**config.mk**
```make
export PLATFORM = sky130hd
export DESIGN_NAME = data_bus_arbiter_flat
export DESIGN_NICKNAME = d
export VERILOG_FILES = /design/src/rtl/data_bus_arbiter_pkg.sv /design/src/rtl/data_bus_arbiter_if.sv /design/src/rtl/data_bus_arbiter_rr_pick.sv /design/src/rtl/data_bus_arbiter.sv /design/src/flat_wrapper.sv
export SDC_FILE = /design/constraint.sdc
export NUM_CORES = 1
export LEC_CHECK = 0
export ABC_AREA = 1
export ABC_CLOCK_PERIOD_IN_PS = 5700
export CORE_ASPECT_RATIO = 0.7
export CORE_MARGIN = 2
export CORE_UTILIZATION = 45
export CTS_CLUSTER_SIZE = 30
export DETAILED_ROUTE_END_ITERATION = 7
export PLACE_DENSITY = 0.74
export SYNTH_ARGS = -nofsm -noshare
export SYNTH_HDL_FRONTEND = slang
export SYNTH_SLANG_ARGS = --single-unit
```
**constraint.sdc**
```tcl
create_clock -name clk -period 5.7 [get_ports clk]
set_clock_uncertainty 0.15 [all_clocks]
set_input_delay 1.14 -clock clk [delete_from_list [all_inputs] [get_ports clk]]
set_output_delay 1.14 -clock clk [all_outputs]
set_load 0.05 [all_outputs]
```
**src/rtl/data_bus_arbiter_pkg.sv**
```systemverilog
// Shared types and bus-select encodings for the LC-3 internal data bus arbiter.
package bus_pkg;

    typedef enum logic [1:0] {SRC_MDR, SRC_ALU, SRC_PC, SRC_MARMUX} bus_src_e;

    typedef enum logic [1:0] {ARB_IDLE, ARB_GRANT, ARB_TURN} arb_state_e;

    localparam logic [3:0] SEL_NONE   = 4'b0000;
    localparam logic [3:0] SEL_MDR    = 4'b0001;
    localparam logic [3:0] SEL_ALU    = 4'b0010;
    localparam logic [3:0] SEL_PC     = 4'b0100;
    localparam logic [3:0] SEL_MARMUX = 4'b1000;

endpackage

```
**src/rtl/data_bus_arbiter_if.sv**
```systemverilog
// Request/grant bundle between the bus drivers and the data bus arbiter.
interface data_bus_arbiter_if #(
    parameter int N_SRC = 4
);
    logic [N_SRC-1:0] req;
    logic [N_SRC-1:0] lock;
    logic [N_SRC-1:0] gnt;
    logic [3:0]       databus_select;
    logic [1:0]       owner_id;
    logic             busy;
    logic             preempt_pulse;

    modport master (
        input  req, lock,
        output gnt, databus_select, owner_id, busy, preempt_pulse
    );

    modport slave (
        output req, lock,
        input  gnt, databus_select, owner_id, busy, preempt_pulse
    );
endinterface

```
**src/rtl/data_bus_arbiter_rr_pick.sv**
```systemverilog
// Combinational round-robin picker: first set request searching rr_ptr+1, rr_ptr+2, ... (mod N_SRC).
module rr_pick #(
    parameter int N_SRC = 4
) (
    input  logic [N_SRC-1:0]         req,
    input  logic [$clog2(N_SRC)-1:0] rr_ptr,
    output logic [N_SRC-1:0]         winner,
    output logic [$clog2(N_SRC)-1:0] winner_idx,
    output logic                     any
);
    localparam int IDX_W = $clog2(N_SRC);

    logic [IDX_W-1:0] idx;

    always_comb begin
        winner     = '0;
        winner_idx = '0;
        any        = 1'b0;
        idx        = '0;
        // N_SRC is a power of two, so index wrap is plain truncation.
        for (int off = 1; off <= N_SRC; off++) begin
            idx = rr_ptr + IDX_W'(off);
            if (!any && req[idx]) begin
                any         = 1'b1;
                winner_idx  = idx;
                winner[idx] = 1'b1;
            end
        end
    end
endmodule

```
**src/rtl/data_bus_arbiter.sv**
```systemverilog
// Round-robin owner of the LC-3 internal data bus with hold-time preemption and turnaround gaps.
module data_bus_arbiter
    import bus_pkg::*;
#(
    parameter int N_SRC      = 4,
    parameter int MAX_HOLD   = 8,
    parameter int TURNAROUND = 1
) (
    input logic                clk,
    input logic                reset_n,
    data_bus_arbiter_if.master bus
);
    localparam int IDX_W  = $clog2(N_SRC);
    localparam int HOLD_W = (MAX_HOLD < 2) ? 1 : $clog2(MAX_HOLD + 1);
    localparam arb_state_e RELEASE_STATE = (TURNAROUND == 0) ? ARB_IDLE : ARB_TURN;

    arb_state_e       state_q, state_d;
    logic [IDX_W-1:0] rr_ptr_q, rr_ptr_d;
    logic [HOLD_W-1:0] hold_cnt_q, hold_cnt_d;
    logic [1:0]       turn_cnt_q, turn_cnt_d;
    logic [N_SRC-1:0] gnt_q, gnt_d;
    bus_src_e         owner_q, owner_d;
    logic             preempt_q, preempt_d;

    logic [N_SRC-1:0] pick_onehot;
    logic [IDX_W-1:0] pick_idx;
    logic             pick_any;
    logic [N_SRC-1:0] others;
    logic             hold_expired;

    rr_pick #(.N_SRC(N_SRC)) u_rr_pick (
        .req        (bus.req),
        .rr_ptr     (rr_ptr_q),
        .winner     (pick_onehot),
        .winner_idx (pick_idx),
        .any        (pick_any)
    );

    assign hold_expired = (MAX_HOLD != 0) && (hold_cnt_q == HOLD_W'(MAX_HOLD - 1));

    // NOTE: every output of this block is defaulted first, so no path leaves a value unassigned and no latch is inferred.
    always_comb begin
        state_d    = state_q;
        rr_ptr_d   = rr_ptr_q;
        hold_cnt_d = hold_cnt_q;
        turn_cnt_d = turn_cnt_q;
        gnt_d      = gnt_q;
        owner_d    = owner_q;
        preempt_d  = 1'b0;
        others     = bus.req;
        others[owner_q] = 1'b0;

        unique case (state_q)
            ARB_IDLE: begin
                if (pick_any) begin
                    gnt_d      = pick_onehot;
                    owner_d    = bus_src_e'(pick_idx);
                    rr_ptr_d   = pick_idx;
                    hold_cnt_d = '0;
                    state_d    = ARB_GRANT;
                end
            end
            ARB_GRANT: begin
                if (hold_cnt_q != '1) hold_cnt_d = hold_cnt_q + HOLD_W'(1);
                // Release wins over a coincident preempt, so the pulse stays low then.
                if (!bus.req[owner_q]) begin
                    gnt_d      = SEL_NONE;
                    turn_cnt_d = '0;
                    state_d    = RELEASE_STATE;
                end else if (hold_expired && !bus.lock[owner_q] && (others != '0)) begin
                    gnt_d      = SEL_NONE;
                    preempt_d  = 1'b1;
                    turn_cnt_d = '0;
                    state_d    = RELEASE_STATE;
                end
            end
            ARB_TURN: begin
                if (turn_cnt_q == 2'(TURNAROUND - 1)) state_d = ARB_IDLE;
                else                                  turn_cnt_d = turn_cnt_q + 2'd1;
            end
            default: state_d = ARB_IDLE;
        endcase
    end

    // NOTE: state registers use non-blocking assignments so every flop samples pre-edge values.
    always_ff @(posedge clk or negedge reset_n) begin
        if (!reset_n) begin
            state_q    <= ARB_IDLE;
            rr_ptr_q   <= IDX_W'(N_SRC - 1);
            hold_cnt_q <= '0;
            turn_cnt_q <= '0;
            gnt_q      <= SEL_NONE;
            owner_q    <= SRC_MDR;
            preempt_q  <= 1'b0;
        end else begin
            state_q    <= state_d;
            rr_ptr_q   <= rr_ptr_d;
            hold_cnt_q <= hold_cnt_d;
            turn_cnt_q <= turn_cnt_d;
            gnt_q      <= gnt_d;
            owner_q    <= owner_d;
            preempt_q  <= preempt_d;
        end
    end

    assign bus.gnt            = gnt_q;
    assign bus.databus_select = gnt_q;
    assign bus.owner_id       = owner_q;
    assign bus.busy           = |gnt_q;
    assign bus.preempt_pulse  = preempt_q;
endmodule

```
**src/flat_wrapper.sv**
```systemverilog
// flat-port wrapper written by rule: the top's interface ports become plain ports
module data_bus_arbiter_flat import bus_pkg::*;
#(
    parameter int N_SRC      = 4,
    parameter int MAX_HOLD   = 8,
    parameter int TURNAROUND = 1
)
  (clk, reset_n, bus_req, bus_lock, bus_gnt, bus_databus_select, bus_owner_id, bus_busy, bus_preempt_pulse);
  data_bus_arbiter_if #(.N_SRC(N_SRC)) bus_i ();
  input logic clk;
  input logic reset_n;
  input wire logic [$bits(bus_i.req)-1:0] bus_req;
  input wire logic [$bits(bus_i.lock)-1:0] bus_lock;
  output wire logic [$bits(bus_i.gnt)-1:0] bus_gnt;
  output wire logic [$bits(bus_i.databus_select)-1:0] bus_databus_select;
  output wire logic [$bits(bus_i.owner_id)-1:0] bus_owner_id;
  output wire logic [$bits(bus_i.busy)-1:0] bus_busy;
  output wire logic [$bits(bus_i.preempt_pulse)-1:0] bus_preempt_pulse;
  assign bus_i.req = bus_req;
  assign bus_i.lock = bus_lock;
  assign bus_gnt = bus_i.gnt;
  assign bus_databus_select = bus_i.databus_select;
  assign bus_owner_id = bus_i.owner_id;
  assign bus_busy = bus_i.busy;
  assign bus_preempt_pulse = bus_i.preempt_pulse;
  data_bus_arbiter #(.N_SRC(N_SRC), .MAX_HOLD(MAX_HOLD), .TURNAROUND(TURNAROUND)) u_core (.clk(clk), .reset_n(reset_n), .bus(bus_i));
endmodule
```
==> flow_metrics.tcl <==
set metrics [dict create \
    cp_slowest_stage_delay_ns 0.71 \
    syn2layout_area_growth_pct 15.6 \
    cp_cell_sequence "or4_1, clkdlybuf4s50_1" \
    end_kind "primary output" \
    via_per_inst 5.25 \
    critPathBufInv 1 \
    whs_ns 0.343 \
    multi_input_area_um2 902 \
    yosysWarnings 0 \
    critPathLaunchType "flop" \
    synth_most_common_cell "nand2_1" \
    cts_setup_buffers 0 \
    vias 1319 \
    critPathArrivalTime_ns 1.88 \
    drtPass1Iterations 4 \
    p_leak_nw 0.841 \
    yosysTopAreaCellShare_pct 25.4 \
    wl_mm 2.98 \
    synth-seq-area-share_pct 28.9 \
    ios 22 \
    antenna_found_initial 0 \
    synth_cell_types 32 \
    synthTopCellsByArea "dfrtp_1 (25%), nand2_1 (13%), nand3_1 (10%)" \
    nets 234 \
    synthCells 197 \
    cts_tree "done" \
    report.final.setup_viol 0 \
    dieArea_um2 3770 \
    syn-num-nets 217 \
    h-tree-depth 1 \
    drv_cap 0 \
    grt_max_degree 18 \
    crit_family "buffers and inverters" \
    ir_worst_vdd_mv 0.295 \
    regArea_um2 428 \
    avgSynthCellArea_um2 7.51 \
    ys_seq_elements 17 \
    min_path_type "flop to flop" \
    die_y_um 52.0 \
    yosys-top-cells-count "nand2_1 (53), nand3_1 (31), dfrtp_1 (15)" \
    synthFlopType "dfrtp_1" \
    ant_nets 0 \
    place_congestion 0.806 \
    synth-edff-count 0 \
    rsz0062_at_grt "false" \
    rows 17 \
    synthArstFlopShare_pct 100 \
    drc 0 \
    portBuffers 21 \
    fp.dieW_um 72.5 \
    grt_pass1_wl_mm 4.93 \
    cts_hold_buf 0 \
    wl_per_cell_um 11.9 \
    power_density_nw_per_um2 626 \
    relSlewSlack_pct 50.5 \
    drive_above_1_share_pct 14.1 \
    antenna_cells 0 \
    cp_max_fo 4 \
    outcome "completed" \
    initial_utilization_pct 47.0 \
    clock_latency_ns 0.25 \
    netlist.top_cell.by_area "dfrtp_1" \
    worst_pin_slew_ns 0.741 \
    final.fill_count 302 \
    critPathRequiredTime_ns 4.41 \
    setup_tns_ns 0 \
    path_clk_slew_ns 0.07 \
    syn-cell-area_um2 1480 \
    cts_resized 0 \
    finalMaxSlewViolations 0 \
    cp_slowest_cell "clkdlybuf4s50_1" \
    hold_viol 0 \
    core_area_um2 3150 \
    dpl.hpwl_mm 2.37 \
    numCtsBuffers 3 \
    grt_overflow_total 0 \
    root_buffer "clkbuf_8" \
    path_class "flop to primary output" \
    grt_pass1_vias 1157 \
    drt-initial-drc-count 66 \
    cts.sinks 17 \
    min_period_ns 3.17 \
    fmax_mhz 316 \
    period_share_pct 55.5 \
    cts_buffer_depth 2 \
    track_usage_pct 16.8 \
]
[power breakdown]
| part | leakage (nW) | switching, W | total [W] | internal, W |
|---|---|---|---|---|
| Combinational | 0.597 | 0.000503 | 0.000749 | 0.000246 |
| Sequential | 0.219 | 0.0000687 | 0.000234 | 0.000165 |
| Clock | 0.0255 | 0.0000392 | 0.0000877 | 0.0000485 |
| Total | 0.841 | 0.000611 | 0.00107 | 0.000460 |
[worst paths after layout]
check / startpoint / end / slack, ns / depth (start not counted)
max reg2reg: u_core.rr_ptr_q[1]$_DFFE_PN1P_ / u_core.bus.owner_id[1]$_DFFE_PN0P_ / 2.98 / 11
min: u_core.turn_cnt_q[0]$_DFFE_PN0P_ / u_core.turn_cnt_q[0]$_DFFE_PN0P_ / 0.34 / 1
max in group asynchronous: reset_n / u_core.hold_cnt_q[1]$_DFFE_PN0P_ / 3.75 / 1
max: u_core.bus.databus_select[1]$_DFFE_PN0P_ / bus_busy / 2.53 / 2
min reg2reg: u_core.turn_cnt_q[0]$_DFFE_PN0P_ / u_core.turn_cnt_q[0]$_DFFE_PN0P_ / 0.34 / 1
min in group asynchronous: reset_n / u_core.bus.databus_select[3]$_DFFE_PN0P_ / 1.17 / 1
[layout by cell type, fill, tap and decap left out, drive strengths merged, types with 2 or more instances in the layout]
master	count
o21ai	6
ha	10
clkdlybuf4s50	21
inv	17
nor2	14
a21oi	7
nand2	65
nand3	34
dfrtp	15
dfstp	2
clkbuf	3
clkinv	2
a21boi	4
nand4	7
[flip-flops by register name, summed over array words and instances, names as in the netlist]
name	cells
u_core.hold_cnt_q	4
u_core.turn_cnt_q	2
u_core.bus.owner_id	2
u_core.rr_ptr_q	2
u_core.bus.preempt_pulse	1
u_core.state_q	2
u_core.bus.databus_select	4
[per-layer routing]
layer	track usage (%)	part of all wire, %	vias up
met4	2.47	0.34	0
met3	4.46	5.5	2
met2	26.5	44	39
met1	23.7	50	603
met5	0	0	-
li1	-	-	675
[layout make-up]
class | count | share of cell area (%)
repair buffers | 21 | 12.3
multi-input cells | 153 | 52.8
clock inverters | 1 | 0.293
inverters | 18 | 4.39
clock buffers | 3 | 2.42
flip-flops and latches | 17 | 25.0
well taps | 38 | 2.78
[logic make-up (layout without fill, tap and decap cells)]
group / count (synthesis) / count (layout) / synth area share, %
AOI/OAI and AO/OA: 18 / 18 / 7.95
xor gates and xnor gates: 1 / 1 / 0.592
adders and majority gates: 10 / 10 / 8.46
buffers and inverters: 27 / 43 / 10.1
DFF: 17 / 17 / 28.9
and+or+nand+nor: 124 / 124 / 44.0
[through the flow]
stage / total power [W] / worst slack, ns / cells / area, um2 / utilization (%)
after floorplan: 0.000858 / 3.01 / 197 / 1480 / -
after global placement: 0.000972 / 2.63 / 247 / 1660 / 52.8
after detailed placement: 0.000981 / 2.52 / 247 / 1660 / 52.8
after CTS: 0.00107 / 2.52 / 251 / 1710 / 54.3
after global routing: 0.00117 / 2.50 / 251 / 1710 / 54.3
final: 0.00107 / 2.53 / 251 / 1710 / 54.3
Note: power is estimated with default switching activity, not from simulation.
